## src/rtl/logic_unit_pkg.sv

```systemverilog
// logic_unit_pkg
//   Shared definitions for the pipelined bitwise logic unit:
//   - op_t and the OP_AND..OP_PASS encodings
//   - legal STAGES range (MIN_STAGES..MAX_STAGES)
//   - parity helper used by the optional flag logic (LOGIC_UNIT_FLAGS_EN)
package logic_unit_pkg;

  typedef logic [2:0] op_t;

  localparam op_t OP_AND  = 3'b000;
  localparam op_t OP_OR   = 3'b001;
  localparam op_t OP_XOR  = 3'b010;
  localparam op_t OP_NAND = 3'b011;
  localparam op_t OP_NOR  = 3'b100;
  localparam op_t OP_XNOR = 3'b101;
  localparam op_t OP_ANDN = 3'b110;
  localparam op_t OP_PASS = 3'b111;

  localparam int MIN_STAGES = 1;
  localparam int MAX_STAGES = 4;

  // Even parity of a value zero-extended to 64 bits (WIDTH never exceeds 64).
  function automatic logic parity64(input logic [63:0] value);
    return ^value;
  endfunction

endpackage

```

## src/rtl/logic_unit_core.sv

```systemverilog
// logic_unit_core
//   Purely combinational evaluation of one of eight bitwise ops.
//   Optional macro LOGIC_UNIT_FLAGS_EN adds zero and parity flags of the result.
// Ports:
//   op      in   3      operation select (see logic_unit_pkg)
//   a, b    in   WIDTH  operands
//   result  out  WIDTH  op(a, b)
//   zero    out  1      result == 0          (LOGIC_UNIT_FLAGS_EN only)
//   parity  out  1      XOR-reduce of result (LOGIC_UNIT_FLAGS_EN only)
module logic_unit_core
  import logic_unit_pkg::*;
#(
  parameter int WIDTH = 32
) (
  input  op_t              op,
  input  logic [WIDTH-1:0] a,
  input  logic [WIDTH-1:0] b,
`ifdef LOGIC_UNIT_FLAGS_EN
  output logic             zero,
  output logic             parity,
`endif
  output logic [WIDTH-1:0] result
);

  // Bitwise operation select.
  always_comb begin
    result = {WIDTH{1'b0}};
    case (op)
      OP_AND:  result = a & b;
      OP_OR:   result = a | b;
      OP_XOR:  result = a ^ b;
      OP_NAND: result = ~(a & b);
      OP_NOR:  result = ~(a | b);
      OP_XNOR: result = ~(a ^ b);
      OP_ANDN: result = a & ~b;
      OP_PASS: result = a;
      default: result = {WIDTH{1'b0}};
    endcase
  end

`ifdef LOGIC_UNIT_FLAGS_EN
  logic [63:0] result_ext;

  // Flags derived from the result, widened so the 64-bit parity helper fits any WIDTH.
  always_comb begin
    result_ext               = 64'd0;
    result_ext[WIDTH-1:0]    = result;
    zero                     = (result == {WIDTH{1'b0}});
    parity                   = parity64(result_ext);
  end
`endif

endmodule

```

## src/rtl/logic_unit_pipe.sv

```systemverilog
// logic_unit_pipe
//   Pipelined bitwise logic unit: logic_unit_core result carried through
//   STAGES register stages under a valid/ready handshake. Latency = STAGES.
//   A single global enable (adv) moves the whole pipe; bubbles are carried.
//   Optional macro LOGIC_UNIT_FLAGS_EN adds out_zero / out_parity outputs.
// Parameters: WIDTH (1..64), STAGES (MIN_STAGES..MAX_STAGES).
// Ports:
//   clk, reset            rising-edge clock, synchronous active-high reset
//   in_valid/in_ready     input handshake; in_op, in1, in2 operand beat
//   out_valid/out_ready   output handshake; Out result, out_op producing op
//   out_zero, out_parity  result flags (LOGIC_UNIT_FLAGS_EN only)
module logic_unit_pipe
  import logic_unit_pkg::*;
#(
  parameter int WIDTH  = 32,
  parameter int STAGES = 2
) (
  input  logic             clk,
  input  logic             reset,
  input  logic             in_valid,
  output logic             in_ready,
  input  logic [2:0]       in_op,
  input  logic [WIDTH-1:0] in1,
  input  logic [WIDTH-1:0] in2,
  output logic             out_valid,
  input  logic             out_ready,
  output logic [WIDTH-1:0] Out,
`ifdef LOGIC_UNIT_FLAGS_EN
  output logic             out_zero,
  output logic             out_parity,
`endif
  output logic [2:0]       out_op
);

  logic             adv;
  logic [WIDTH-1:0] result;

  logic [STAGES-1:0] valid_q, valid_d;
  logic [WIDTH-1:0]  data_q [STAGES];
  logic [WIDTH-1:0]  data_d [STAGES];
  op_t               op_q   [STAGES];
  op_t               op_d   [STAGES];

`ifdef LOGIC_UNIT_FLAGS_EN
  logic              zero_s, parity_s;
  logic [STAGES-1:0] zero_q, zero_d, parity_q, parity_d;
`endif

  logic_unit_core #(.WIDTH(WIDTH)) u_core (
    .op     (in_op),
    .a      (in1),
    .b      (in2),
`ifdef LOGIC_UNIT_FLAGS_EN
    .zero   (zero_s),
    .parity (parity_s),
`endif
    .result (result)
  );

  // An empty last stage frees the whole pipe even when the consumer stalls.
  assign adv      = out_ready | ~valid_q[STAGES-1];
  assign in_ready = adv & ~reset;

  // Next-state: shift every stage by one when enabled, otherwise hold.
  always_comb begin
    valid_d = valid_q;
    data_d  = data_q;
    op_d    = op_q;
`ifdef LOGIC_UNIT_FLAGS_EN
    zero_d   = zero_q;
    parity_d = parity_q;
`endif
    if (adv) begin
      valid_d[0] = in_valid & in_ready;
      data_d[0]  = result;
      op_d[0]    = in_op;
`ifdef LOGIC_UNIT_FLAGS_EN
      zero_d[0]   = zero_s;
      parity_d[0] = parity_s;
`endif
      for (int s = 1; s < STAGES; s++) begin
        valid_d[s] = valid_q[s-1];
        data_d[s]  = data_q[s-1];
        op_d[s]    = op_q[s-1];
`ifdef LOGIC_UNIT_FLAGS_EN
        zero_d[s]   = zero_q[s-1];
        parity_d[s] = parity_q[s-1];
`endif
      end
    end else begin
      valid_d = valid_q;
      data_d  = data_q;
      op_d    = op_q;
`ifdef LOGIC_UNIT_FLAGS_EN
      zero_d   = zero_q;
      parity_d = parity_q;
`endif
    end
  end

  // Stage registers; reset discards every in-flight beat.
  always_ff @(posedge clk) begin
    if (reset) begin
      valid_q <= {STAGES{1'b0}};
      for (int s = 0; s < STAGES; s++) begin
        data_q[s] <= {WIDTH{1'b0}};
        op_q[s]   <= 3'b000;
      end
`ifdef LOGIC_UNIT_FLAGS_EN
      zero_q   <= {STAGES{1'b0}};
      parity_q <= {STAGES{1'b0}};
`endif
    end else begin
      valid_q <= valid_d;
      data_q  <= data_d;
      op_q    <= op_d;
`ifdef LOGIC_UNIT_FLAGS_EN
      zero_q   <= zero_d;
      parity_q <= parity_d;
`endif
    end
  end

  assign out_valid = valid_q[STAGES-1];
  assign Out       = data_q[STAGES-1];
  assign out_op    = op_q[STAGES-1];
`ifdef LOGIC_UNIT_FLAGS_EN
  assign out_zero   = zero_q[STAGES-1];
  assign out_parity = parity_q[STAGES-1];
`endif

endmodule

```

## config.mk

```make
export PLATFORM = sky130hd
export DESIGN_NAME = logic_unit_pipe
export DESIGN_NICKNAME = d
export VERILOG_FILES = /design/src/rtl/logic_unit_pkg.sv /design/src/rtl/logic_unit_core.sv /design/src/rtl/logic_unit_pipe.sv
export SDC_FILE = /design/constraint.sdc
export NUM_CORES = 1
export LEC_CHECK = 0
export ABC_AREA = 1
export BUFFER_PORTS_ARGS = -buffer_cell sky130_fd_sc_hd__buf_2
export CORE_ASPECT_RATIO = 1.75
export CORE_MARGIN = 2
export CORE_UTILIZATION = 50
export CTS_CLUSTER_SIZE = 20
export DETAILED_ROUTE_END_ITERATION = 8
export PLACE_DENSITY = 0.72
export RECOVER_POWER = 50
export SYNTH_ARGS = -nofsm -noshare
export SYNTH_HDL_FRONTEND = slang
export SYNTH_SLANG_ARGS = --single-unit
```

## constraint.sdc

```tcl
create_clock -name clk -period 2 [get_ports clk]
set_input_delay 0 -clock clk [delete_from_list [all_inputs] [get_ports clk]]
set_output_delay 0 -clock clk [all_outputs]
set_load 0.02 [all_outputs]
```

==> impl_metrics.tcl, run 1 <==
set metrics [dict create \
    ys_seq_area_frac 0.204 \
    synthToLayoutAreaGrowth_pct 8.27 \
    first_iter_violations 431 \
    arrival_ns 2.04 \
    first_global_vias 6484 \
    die_x_um 93.9 \
    ys_types 18 \
    layout.nets 1306 \
    min_period_over_period 0.879 \
    nFillCells 1439 \
    num_rows 57 \
    die_h_um 161 \
    synth_fp_nets 1280 \
    ir_drop_mv 0.380 \
    start_util 0.511 \
    crit_fanout 30 \
    wire_per_inst_um 13.4 \
    antenna_cells 0 \
    cts_root_buffer "clkbuf_16" \
    remaining_drc_errors 0 \
    final_max_slew_viol_count 0 \
    track_usage 0.234 \
    status "finished clean" \
    postCtsSetupRepairBufs 0 \
    antenna_found_initial 0 \
    skew_ns 0.00626 \
    dr_total_vias 6972 \
    cts.sinks 72 \
    finalHoldViolations 0 \
    final.setup.tns_ns 0 \
    coreArea_um2 13800 \
    crit_required_ns 2.28 \
    cp-start-kind "flop" \
    powerDensity_nw_per_um2 556 \
    clk_latency_ns 0.33 \
    vias_per_cell 5.28 \
    worstSetupPathType "flop to flop" \
    dieArea_um2 15100 \
    cts_resized 0 \
    grt.overflow.total 0 \
    ant_nets 0 \
    cts_tree "yes" \
    maxCapViolCount 0 \
    max_clock_freq_mhz 569 \
    setup_ws_ns 0.241 \
    rsz0062_at_grt "false" \
    ys_ff_latch 72 \
    grt_pass1_wl_um 29300 \
    setup_viol 0 \
    clk_pin_slew_ns 0.06 \
    grt_max_degree 92 \
    cts_buffers 9 \
    htree_levels 3 \
    worstMarginPinSlew_ns 0.945 \
    hp-class "primary input to flop" \
    io_buffers 107 \
    cellLeakagePower_nw 4.52 \
    slew_headroom 0.369 \
    pre_cts_ws_ns 0.0598 \
    firstDrtPassIters 7 \
    min_period_ns 1.76 \
    drt_wl_total_um 17600 \
    syn_avg_cell_area_um2 6.35 \
    syn_inst 1113 \
    ios 108 \
    yosysWarnings 0 \
    clockBufferDepth 2 \
    syn-cell-area_um2 7070 \
    drive_above_1_share 0.0988 \
    multiInputGateArea_um2 4210 \
    place_hpwl_um 11500 \
    seqCellArea_um2 1440 \
    gp_congestion 0.810 \
    end_kind "flop" \
]
==> cells by family (layout without fill, tap and decap cells) <==
group,after synthesis,count (layout),synth area share
simple gates,558,559,0.355
buf+inv,316,346,0.203
fa+ha+maj,96,96,0.170
flops,72,72,0.204
compound gates,71,71,0.0678
==> cell type report <==
cell class,count,share of cell area
Multi-Input combinational cell,726,0.551
Sequential cell,72,0.188
Inverter,203,0.0996
Timing Repair Buffer,127,0.0947
Clock buffer,9,0.0294
Tap cell,177,0.0289
Clock inverter,7,0.00834
==> power breakdown <==
group          leakage [nW]  total [mW]  switching [mW]  internal [mW]
logic                  3.79        1.10           0.717          0.382
clock network         0.136        1.54           0.673          0.865
registers             0.593        1.62          0.0622           1.55
total                  4.52        4.25            1.45           2.80
==> placed cells by master (no fill, tap or decap), types with 13 or more instances in the layout <==
| master | synthesis | layout |
|---|---|---|
| nand3_1 | 64 | 64 |
| inv_1 | 201 | 200 |
| a22o_1 | 32 | 32 |
| nand4_1 | 128 | 128 |
| ha_1 | 96 | 96 |
| nor2_1 | 68 | 67 |
| clkbuf_1 | 7 | 37 |
| buf_4 | 48 | 13 |
| dfxtp_1 | 72 | 72 |
| buf_2 | 56 | 68 |
| nand2_1 | 294 | 294 |
| o21ai_0 | 36 | 36 |
==> sequential cells by signal, indices dropped and copies added (netlist names) <==
| register | cells |
|---|---|
| out_op | 3 |
| data_q | 32 |
| Out | 32 |
| valid_q | 2 |
| op_q | 3 |
==> stage by stage <==
| stage | hold WS (ns) | total power [mW] | area, um2 | utilization | cells |
|---|---|---|---|---|---|
| finish | 0.139 | 4.25 | 7650 | 0.553 | 1321 |
| global route | 0.188 | 4.50 | 7650 | 0.553 | 1321 |
| CTS | 0.105 | 4.30 | 7690 | 0.556 | 1320 |
| detailed placement | 0.218 | 2.75 | 7380 | 0.534 | 1302 |
| global placement | 0.212 | 2.73 | 7380 | 0.534 | 1302 |
| floorplan | 0.0724 | 2.46 | 7070 | - | 1113 |
==> worst paths after layout <==
kind / startpoint / end / slack, ns / cells past startpoint
worst min-delay path: in1[20] / data_q[52]$_SDFFE_PP0N_ / 0.14 / 7
worst max register to register: valid_q[1]$_SDFFE_PP0N_ / Out[25]$_SDFFE_PP0N_ / 0.24 / 7
worst max-delay path: valid_q[1]$_SDFFE_PP0N_ / Out[25]$_SDFFE_PP0N_ / 0.24 / 7
worst min register to register: data_q[36]$_SDFFE_PP0N_ / data_q[36]$_SDFFE_PP0N_ / 0.45 / 2
==> worst max-delay path: stages, from the launching register on <==
cell      delay, ns
dfxtp_1        0.32
inv_1          0.04
nor2_1         0.36
clkbuf_4       0.24
nand2_1        0.12
inv_2          0.25
buf_12         0.22
a22o_1         0.15
==> cell usage after synthesis, drive strengths merged <==
cell type | count | area [um2]
nand2 | 295 | 1110
inv | 203 | 762
nand4 | 128 | 801
buf | 106 | 648
ha | 96 | 1200
dfxtp | 72 | 1440
nor2 | 71 | 279
nand3 | 64 | 320
o21ai | 36 | 180
a22o | 32 | 280
clkbuf | 7 | 26.3
o22ai | 3 | 18.8
==> per-layer routing <==
metal,wire (um),track usage
met2,8990,0.424
met4,401,0.0896
met3,1020,0.0331
met1,7230,0.272
met5,0,0
==> what timing repair did <==
item                                   CTS  global route
endpoints found under the hold margin    2             0
hold buffers                             2             0
setup endpoints to repair                0            13
No activity file was read; power rests on OpenSTA's default activity.
==> run 2: changes to the inputs <==
Settings changed: PLACE_DENSITY 0.72 to 0.71, SYNTH_HIERARCHICAL set to 1.
==> run 2 against run 1 <==
Compared with the run above: worst setup slack gained 0.21 ns; highest routed layer unchanged; sequential power is essentially flat; critical path depth shrank 2.
==> impl_metrics.tcl, run 2 <==
set metrics [dict create \
    max_clock_freq_mhz 646 \
    synth_edf_count 0 \
    cts_resized 0 \
    postCtsSetupRepairBufs 0 \
    slew_headroom 0.539 \
    ys_types 16 \
    htree_levels 3 \
    maxCapViolCount 0 \
    yosysMostFrequentCell "nand2_1" \
    cts_hold_buf 2 \
    syn_avg_cell_area_um2 5.89 \
    layout_common_cells "267 x nand2_1, 242 x nor2_1, 232 x inv_1" \
    drt_wl_total_um 19000 \
    cts_buffers 9 \
    rsz0062_at_grt "false" \
    synthToLayoutAreaGrowth_pct 8.35 \
    synth_fp_nets 1427 \
    final_common_cell "nand2_1" \
    num_rows 58 \
    netlist_top_cells_count "267 x nand2_1, 245 x nor2_1, 232 x inv_1, 135 x nand3_1, 96 x ha_1" \
    synth_ff_type "dfxtp_1" \
    ys_ff_latch 72 \
    coreArea_um2 14400 \
    first_global_vias 6492 \
    finalHoldViolations 0 \
    whs_ns 0.0506 \
    die_h_um 165 \
    final.setup.tns_ns 0 \
    drive_above_1_share 0.0860 \
    min_period_over_period 0.775 \
    cts.sinks 72 \
    arrival_ns 1.55 \
    skew_ns 0.00913 \
    ir_drop_mv 0.363 \
    dr_total_vias 7267 \
    nFillCells 1539 \
    syn-cell-area_um2 7420 \
    cts_tree "yes" \
    yosysWarnings 6 \
    cts_root_buffer "clkbuf_16" \
    antenna_cells 0 \
    seqCellArea_um2 1440 \
    synth_top_area_frac 0.194 \
    firstDrtPassIters 5 \
    crit_fanout 72 \
    gp_congestion 0.813 \
    antenna_found_initial 0 \
    reg2reg_to "Out[17]$_SDFFE_PP0P_" \
    yosys.area.top_type "dfxtp_1" \
    track_usage 0.245 \
    hp-class "primary input to flop" \
    grt_pass1_wl_um 31200 \
    io_buffers 107 \
    vias_per_cell 4.94 \
    ant_nets 0 \
    first_iter_violations 492 \
    min_period_ns 1.55 \
    syn_inst 1260 \
    setup_viol 0 \
    remaining_drc_errors 0 \
    wire_per_inst_um 13.0 \
    clk_pin_slew_ns 0.06 \
    final_max_slew_viol_count 0 \
    cellLeakagePower_nw 4.42 \
    yosys-top-cells-area "dfxtp_1 19%, ha_1 16%, nand2_1 14%" \
    die_x_um 96.1 \
    powerDensity_nw_per_um2 563 \
    post_dp_cell_area_um2 7770 \
    endpoint "in_ready" \
    cp-start-kind "flop" \
    r2r_slack_ns 0.69 \
    ios 108 \
    async_reset_ff_frac 0 \
    end_kind "output port" \
    crit_required_ns 2.00 \
    ys_seq_area_frac 0.194 \
    start_util 0.514 \
    worstMarginPinSlew_ns 0.692 \
    startpoint "valid_q[1]$_SDFFE_PP0P_" \
    fin_area_um2 8040 \
    clk_latency_ns 0.34 \
    worstSetupPathType "flop to output port" \
    clockBufferDepth 2 \
    rr_startpoint "valid_q[1]$_SDFFE_PP0P_" \
    multiInputGateArea_um2 4470 \
    status "finished clean" \
    grt.overflow.total 0 \
    grt_max_degree 73 \
    layout.nets 1452 \
    dieArea_um2 15900 \
    place_hpwl_um 11800 \
    reg2reg_depth 5 \
]
## run 2: cell count changes after synthesis, sizes merged, moves of 12 or more
cell,change
nor2,+175
nand3,+71
nand4,-64
o21ai,-36
inv,+33
a22o,-32
nand3b,+32
nand2,-28
buf,-12
## run 2: routing by layer
| layer | up-vias | global-route usage | part of all wire |
|---|---|---|---|
| met5 | - | 0 | 0 |
| met4 | 0 | 0.0942 | 0.022 |
| met3 | 32 | 0.0277 | 0.055 |
| met2 | 216 | 0.398 | 0.47 |
| met1 | 3183 | 0.328 | 0.46 |
| li1 | 3836 | - | - |
## run 2: where the power goes
part           internal, mW  leakage, nW  switching, mW
Sequential             1.56        0.595         0.0745
Combinational         0.442         3.68          0.807
Clock                 0.973        0.143          0.666
## run 2: worst min-delay path by stage
stage             start                       to  slack, ns  cells after the start
6_report       in_op[1]     op_q[4]$_SDFFE_PP0P_       0.05                      3
4_1_cts        in_op[1]     op_q[4]$_SDFFE_PP0P_       0.05                      3
3_5_place_dp      reset  valid_q[1]$_SDFFE_PP0P_       0.21                      2
2_1_floorplan     reset  valid_q[1]$_SDFFE_PP0P_       0.07                      1
5_1_grt        in_op[1]     op_q[4]$_SDFFE_PP0P_       0.08                      3
3_3_place_gp      reset  valid_q[1]$_SDFFE_PP0P_       0.21                      2
## run 2: worst max-delay path, cell delays in order, from the launching register on
cell and delay [ns]:
dfxtp_1 0.38, clkinv_1 0.08, nor2_1 0.17, buf_12 0.35
nor2_1 0.06, buf_2 0.16
## run 2: cell type report
type,instances,area share
Tap cell,180,0.0280
Inverter,236,0.110
Clock buffer,10,0.0285
Multi-Input combinational cell,841,0.556
Clock inverter,6,0.00856
Timing Repair Buffer,125,0.0895
Sequential cell,72,0.179
## run 2: cells by family (layout without fill, tap and decap cells)
family | after synthesis | after routing | share of synthesized area
flops | 72 | 72 | 0.194
buf+inv | 347 | 377 | 0.205
simple gates | 745 | 745 | 0.439
fa+ha+maj | 96 | 96 | 0.162
## run 2: through the flow
stage / power, mW / util / cells / setup slack (ns)
after global placement: 2.91 / 0.538 / 1452 / 0.599
after CTS: 4.58 / 0.560 / 1470 / 0.600
after floorplan: 2.60 / - / 1260 / 0.819
after global routing: 4.83 / 0.557 / 1470 / 0.362
after detailed placement: 2.92 / 0.538 / 1452 / 0.576
final: 4.53 / 0.557 / 1470 / 0.451
